`src/rtl/stage_fetch.sv`:
```
`default_nettype none
// ============================================================================
//  Module      : stage_fetch
//  Description : RV32I instruction fetch stage. Owns the PC, keeps at most
//                two requests outstanding to a variable-latency instruction
//                memory, buffers returned words in a 2-entry FIFO and drives
//                the fetch/decode pipeline register.
//                Optional feature macro: FETCH_MISALIGN_EN (sticky halt on a
//                misaligned redirect target).
//  Revision    : 1.0 - initial release
// ============================================================================
module stage_fetch #(
   parameter logic [31:0] RESET_PC = 32'h0000_0000
) (
   input  logic        clk,
   input  logic        rst,
   input  logic        stall,
   input  logic        redirect,
   input  logic [31:0] redirect_addr,
   output logic        imem_req,
   output logic [31:0] imem_addr,
   input  logic        imem_gnt,
   input  logic        imem_rvalid,
   input  logic [31:0] imem_rdata,
   output logic [31:0] instr,
   output logic [31:0] fetch_instr_addr,
   output logic [31:0] fetch_instr_addr_plus,
   output logic        fetch_valid,
   output logic        fetch_misalign
);
   localparam logic [31:0] NOP_INSTR = 32'h0000_0013;

   logic [31:0] pc_q, pc_d;
   logic [1:0]  outstanding_q, outstanding_d;
   logic [1:0]  discard_q, discard_d;
   logic [31:0] resp_addr_q, resp_addr_d;     // address of the next kept response
   logic [1:0]  fifo_count_q, fifo_count_d;
   logic [31:0] fifo_addr_q [2];
   logic [31:0] fifo_addr_d [2];
   logic [31:0] fifo_word_q [2];
   logic [31:0] fifo_word_d [2];
   logic [31:0] instr_q, instr_d;
   logic [31:0] addr_q, addr_d;
   logic [31:0] addr_plus_q, addr_plus_d;
   logic        valid_q, valid_d;
   logic        misalign_q, misalign_d;

   logic        halted;
   logic        grant;
   logic        accept;
   logic        bypass;
   logic [2:0]  in_flight;
   logic [31:0] redirect_target;
   logic        misalign_set;

`ifdef FETCH_MISALIGN_EN
   assign redirect_target = redirect_addr;
   assign misalign_set    = redirect && (redirect_addr[1:0] != 2'b00);
`else
   // Targets are word aligned by construction; the low bits are ignored.
   logic unused_redirect_lsbs;
   assign redirect_target      = {redirect_addr[31:2], 2'b00};
   assign misalign_set         = 1'b0;
   assign unused_redirect_lsbs = ^redirect_addr[1:0];
`endif

   assign halted    = misalign_q;
   assign in_flight = {1'b0, outstanding_q} + {1'b0, fifo_count_q};
   assign imem_req  = !rst && !halted && (in_flight < 3'd2);
   assign imem_addr = pc_q;
   assign grant     = imem_req && imem_gnt;
   // A response is kept only once every pre-redirect response has been dropped.
   assign accept    = imem_rvalid && (discard_q == 2'd0);

   // Next-state computation for PC, counters, FIFO and the output register
   always_comb begin
      pc_d          = pc_q;
      outstanding_d = outstanding_q + {1'b0, grant} - {1'b0, imem_rvalid};
      discard_d     = discard_q;
      resp_addr_d   = resp_addr_q;
      misalign_d    = misalign_q | misalign_set;
      fifo_count_d  = fifo_count_q;
      fifo_addr_d   = fifo_addr_q;
      fifo_word_d   = fifo_word_q;
      instr_d       = instr_q;
      addr_d        = addr_q;
      addr_plus_d   = addr_plus_q;
      valid_d       = valid_q;
      bypass        = 1'b0;

      if (redirect) begin
         // Everything still in flight after this edge belongs to the old path.
         pc_d         = redirect_target;
         discard_d    = outstanding_d;
         resp_addr_d  = redirect_target;
         fifo_count_d = 2'd0;
         instr_d      = NOP_INSTR;
         valid_d      = 1'b0;
      end else begin
         if (grant) begin
            pc_d = pc_q + 32'd4;
         end
         if (imem_rvalid && (discard_q != 2'd0)) begin
            discard_d = discard_q - 2'd1;
         end
         if (accept) begin
            resp_addr_d = resp_addr_q + 32'd4;
         end

         if (!stall) begin
            if (fifo_count_q != 2'd0) begin
               instr_d        = fifo_word_q[0];
               addr_d         = fifo_addr_q[0];
               addr_plus_d    = fifo_addr_q[0] + 32'd4;
               valid_d        = 1'b1;
               fifo_addr_d[0] = fifo_addr_q[1];
               fifo_word_d[0] = fifo_word_q[1];
               fifo_count_d   = fifo_count_q - 2'd1;
            end else if (accept) begin
               bypass      = 1'b1;
               instr_d     = imem_rdata;
               addr_d      = resp_addr_q;
               addr_plus_d = resp_addr_q + 32'd4;
               valid_d     = 1'b1;
            end else begin
               instr_d = NOP_INSTR;
               valid_d = 1'b0;
            end
         end

         // The issue throttle guarantees a free slot for every kept response.
         if (accept && !bypass) begin
            fifo_addr_d[fifo_count_d[0]] = resp_addr_q;
            fifo_word_d[fifo_count_d[0]] = imem_rdata;
            fifo_count_d                 = fifo_count_d + 2'd1;
         end

         if (halted) begin
            instr_d = NOP_INSTR;
            valid_d = 1'b0;
         end
      end
   end

   // State registers with synchronous reset
   always_ff @(posedge clk) begin
      if (rst) begin
         pc_q           <= RESET_PC;
         outstanding_q  <= 2'd0;
         discard_q      <= 2'd0;
         resp_addr_q    <= RESET_PC;
         fifo_count_q   <= 2'd0;
         fifo_addr_q[0] <= 32'd0;
         fifo_addr_q[1] <= 32'd0;
         fifo_word_q[0] <= 32'd0;
         fifo_word_q[1] <= 32'd0;
         instr_q        <= NOP_INSTR;
         addr_q         <= 32'd0;
         addr_plus_q    <= 32'd0;
         valid_q        <= 1'b0;
         misalign_q     <= 1'b0;
      end else begin
         pc_q           <= pc_d;
         outstanding_q  <= outstanding_d;
         discard_q      <= discard_d;
         resp_addr_q    <= resp_addr_d;
         fifo_count_q   <= fifo_count_d;
         fifo_addr_q    <= fifo_addr_d;
         fifo_word_q    <= fifo_word_d;
         instr_q        <= instr_d;
         addr_q         <= addr_d;
         addr_plus_q    <= addr_plus_d;
         valid_q        <= valid_d;
         misalign_q     <= misalign_d;
      end
   end

   assign instr                 = instr_q;
   assign fetch_instr_addr      = addr_q;
   assign fetch_instr_addr_plus = addr_plus_q;
   assign fetch_valid           = valid_q;
   assign fetch_misalign        = misalign_q;

endmodule
`default_nettype wire

```
`config.mk`:
```
export PLATFORM = sky130hd
export DESIGN_NAME = stage_fetch
export DESIGN_NICKNAME = d
export VERILOG_FILES = /design/src/rtl/stage_fetch.sv
export SDC_FILE = /design/constraint.sdc
export NUM_CORES = 1
export LEC_CHECK = 0
export ABC_AREA = 0
export CORE_MARGIN = 1.5
export CORE_UTILIZATION = 50
export CTS_CLUSTER_SIZE = 12
export DETAILED_ROUTE_END_ITERATION = 12
export GPL_ROUTABILITY_DRIVEN = 0
export PLACE_DENSITY_LB_ADDON = 0.1
export SYNTH_ARGS = -nofsm -noshare
export SYNTH_HDL_FRONTEND = slang
export SYNTH_SLANG_ARGS = --single-unit
```
`constraint.sdc`:
```
create_clock -name clk -period 2.8 [get_ports clk]
set_input_delay 0.42 -clock clk [delete_from_list [all_inputs] [get_ports clk]]
set_output_delay 0.42 -clock clk [all_outputs]
set_load 0.01 [all_outputs]
```
==> summary.txt <==
Final layout
  – Most frequent cells in the layout: sky130_fd_sc_hd__nand2_1 (307), sky130_fd_sc_hd__dfxtp_1 (289), sky130_fd_sc_hd__nor2_1 (217)
  – Leading cell type in the layout, fill and taps excluded: sky130_fd_sc_hd__nand2_1
  – Fraction of final layout cells with drive strength greater than 1: 0.09137
  – Layout filler cell count: 2449
  – Syn-to-layout area delta: 24.90%
  – Final-stage net count: 2046

Pwr
  – Leakage power: 0.006153 uW
  – Switching power: 2926 uW
  – Sequential Power Share: 0.422
  – Part of the power in combinational logic: 0.158
  – P per Cell Area: 622.0 mW/mm^2
  – Switching Share: 0.2684
  – Overall Power: 10900 uW
  – Worst VDD drop: 0.3802 mV
  – Internal power contribution: 7974 uW
  – Clock network fraction of design power: 0.420

Clocking
  – Max Buffers Root-to-Sink: 3
  – Clock latency on the worst-skew pair: 500 ps
  – CTS tree: done
  – Post-CTS Setup Bufs: 0
  – Register clock-pin slew on the reported worst setup and hold paths: 60 ps
  – Max H-tree Level: 2
  – Clock Root Buffer: sky130_fd_sc_hd__clkbuf_16
  – Number of buffers added by the clock tree synthesis step: 34
  – Sink count of the clock tree: 289

Setup path
  – Critical Path, Cell by Cell: and2_1 -> fa_1 -> nor4b_4 -> nand3_1 -> or3_4 -> o31a_1 -> o31a_1
  – Sort of element at the start of the critical path: register
  – Arrival time of the worst setup path: 3060 ps
  – Slowest stage cell, crit path: sky130_fd_sc_hd__fa_1
  – Critical path fanouts, max: 11
  – Most prevalent standard cell on the critical path: sky130_fd_sc_hd__o31a_1
  – Delay of the slowest cell on the worst path: 490 ps
  – Endpoint class of the critical path: register
  – R2R Setup Slk: 130 ps
  – Category of the critical setup timing path: register to register
  – Critical path required time: 3190 ps

Floorplan
  – Die span in x: 170.5 um
  – Total die area: 0.02908 mm^2
  – Standard-cell row count: 61
  – Floorplan Core Area: 0.02771 mm^2
  – Vertical extent of the die: 170.5 um
  – Initial Util: 0.5064
  – Top-level I/O count: 201

Global routing
  – Largest net degree at the start of global routing: 78
  – Initial antenna violation count: 2
  – Total routing usage reported by global routing: 0.2918
  – Wire length of the first global-routing pass: 67670 um
  – GR Overflow Total: 0
  – Via count of the first global-routing pass: 12640

Timing
  – Final-report max-slew violation count: 0
  – Final hold viol count: 0
  – Tightest slew margin relative to the limit: 0.3159
  – Slew at the pin closest to its max-slew limit: 1023 ps
  – Highest clock frequency the design can meet: 0.3741 GHz
  – Post-route setup TNS: 0 ps
  – Shortest clock period the worst path allows after layout: 2673 ps
  – Worst-case clock skew: 9.108 ps
  – Period utilisation layout: 0.9546
  – Final setup violating endpoints: 0
  – Unrepaired setup endpoints after global routing: false
  – Final setup margin: 127.0 ps

Detailed routing
  – Vias per Instance: 5.755
  – Routed Wire Length: 42860 um
  – Iter 0 DRT Violations: 1310
  – Post-detailed-route DRC marker count: 0
  – Met2 Wirelength: 18460 um
  – Count of nets left with antenna violations after detail routing: 0
  – Met3 routed wirelength: 3738 um
  – Detailed Routing Iterations Pass 1: 5
  – Via count of the routed design: 13650
  – Avg WL per Cell: 18.07 um
  – Highest metal layer used by the detailed router: met4
  – Routed met1 length: 19620 um

Outcome
  – Run status: complete, no violations

Synthesis
  – Top FF cell, synth: sky130_fd_sc_hd__dfxtp_1
  – Netlist cell types: 60
  – Share of synthesized area occupied by flip-flops and latches: 0.4123
  – Yosys warning total: 0
  – Cell count after synthesis: 1843
  – Asr flop ratio synth: 0
  – Portion of synthesized cell area occupied by the leading cell type: 0.4123
  – Number of enable-type register cells in the synthesized netlist: 0
  – Syn_area_per_cell: 7.613 um^2
  – Syn Std Cell Area: 0.01403 mm^2
  – Leading post-synthesis cells by cell area: sky130_fd_sc_hd__dfxtp_1 (41%), sky130_fd_sc_hd__nand2_1 (8.2%), sky130_fd_sc_hd__a21oi_1 (6.1%), sky130_fd_sc_hd__nor2_1 (5.9%), sky130_fd_sc_hd__nor3_1 (4.7%)
  – Synth Register Bits: 289
  – Most area-hungry cell type in the Yosys netlist: sky130_fd_sc_hd__dfxtp_1

Placed design
  – Worst slack at placement: 132.3 ps
  – Half-perimeter wire length after detailed placement: 28320 um
  – Port Buffer Count: 195

Flow run
  – Maximum Capacitance Violations: 0

Min path
  – Worst min path class: input pin to register
-- cell type report --
class,count,area [um^2],share of cell area
timing repair buffer,253,2485,0.1418
clock inverter,5,103.9,0.005926
inverter,48,180.2,0.01028
multi-input combinational,1343,7435,0.4242
antenna,1,2.502,0.0001428
sequential,289,5786,0.3301
tap,378,473.0,0.02699
clock buffer,54,1060,0.06047
-- power by group through the flow --
stage | sequential [uW] | clock [uW] | combinational [uW]
global placement | 4670 | 0 | 1670
detailed placement | 4680 | 0 | 1700
CTS | 4590 | 4630 | 1720
finish | 4600 | 4580 | 1730
global route | 4620 | 4800 | 1890
floorplan | 4640 | 0 | 1010
-- stage by stage --
stage | util | cell area (um^2) | cells | hold WS, ps
after CTS | 0.6324 | 17520 | 2370 | 418.5
after detailed placement | 0.5905 | 16360 | 2311 | 446.7
after floorplan | - | 14040 | 1845 | 436.7
after global routing | 0.6325 | 17520 | 2371 | 436.5
after global placement | 0.5905 | 16360 | 2311 | 441.3
final | 0.6325 | 17520 | 2371 | 432.4
-- routing by layer --
layer  global-route usage  vias to the layer above
met3              0.04904                       73
met4              0.09042                        0
li1                     -                     6585
met5                    0                        -
met1               0.4199                     6397
met2               0.4444                      591
-- critical path, delay by kind of cell (launching register included) --
family | cells | cell delay, ps
AND/OR/NAND/NOR | 4 | 1230
AO/OA/AOI/OAI | 2 | 530
adder cells (fa/ha/maj) | 1 | 490
flip-flops | 1 | 320
-- cell usage after synthesis, drive strengths merged (9+ instances only) --
master and instances:
a21boi 35, a21oi 171, a221oi 34, a311oi 30
and3 14, and4 9, buf 46, clkbuf 119
dfxtp 289, inv 47, nand2 308, nand3 41
nand4 27, nor2 219, nor3 131, nor4 20
o21a 14, o21ai 25, o31a 17, or2 56
or3 14, xnor2 60, xor2 25
-- what timing repair did --
action	in CTS	in global routing
resized for setup	1	0
endpoints found under the setup margin	1	0
hold buffers	0	0
-- final timing paths --
path | from | endpoint | cells after the start
hold / removal | rst | imem_addr[3] | 5
hold reg to reg | register | register | 2
setup reg to reg | outstanding_q[0] | imem_addr[26] | 7
setup / recovery | outstanding_q[0] | imem_addr[26] | 7
-- logic make-up after synthesis --
logic type / Yosys count / share of synthesized area
adder cells (fa/ha/maj): 7 / 0.006777
AO/OA/AOI/OAI: 378 / 0.1766
XOR/XNOR: 85 / 0.05306
flip-flops: 289 / 0.4123
AND/OR/NAND/NOR: 862 / 0.2831
multiplexers: 8 / 0.005707
other: 1 / 0.0002673
buffers and inverters: 213 / 0.06215
(Power assumes the default switching activity.)
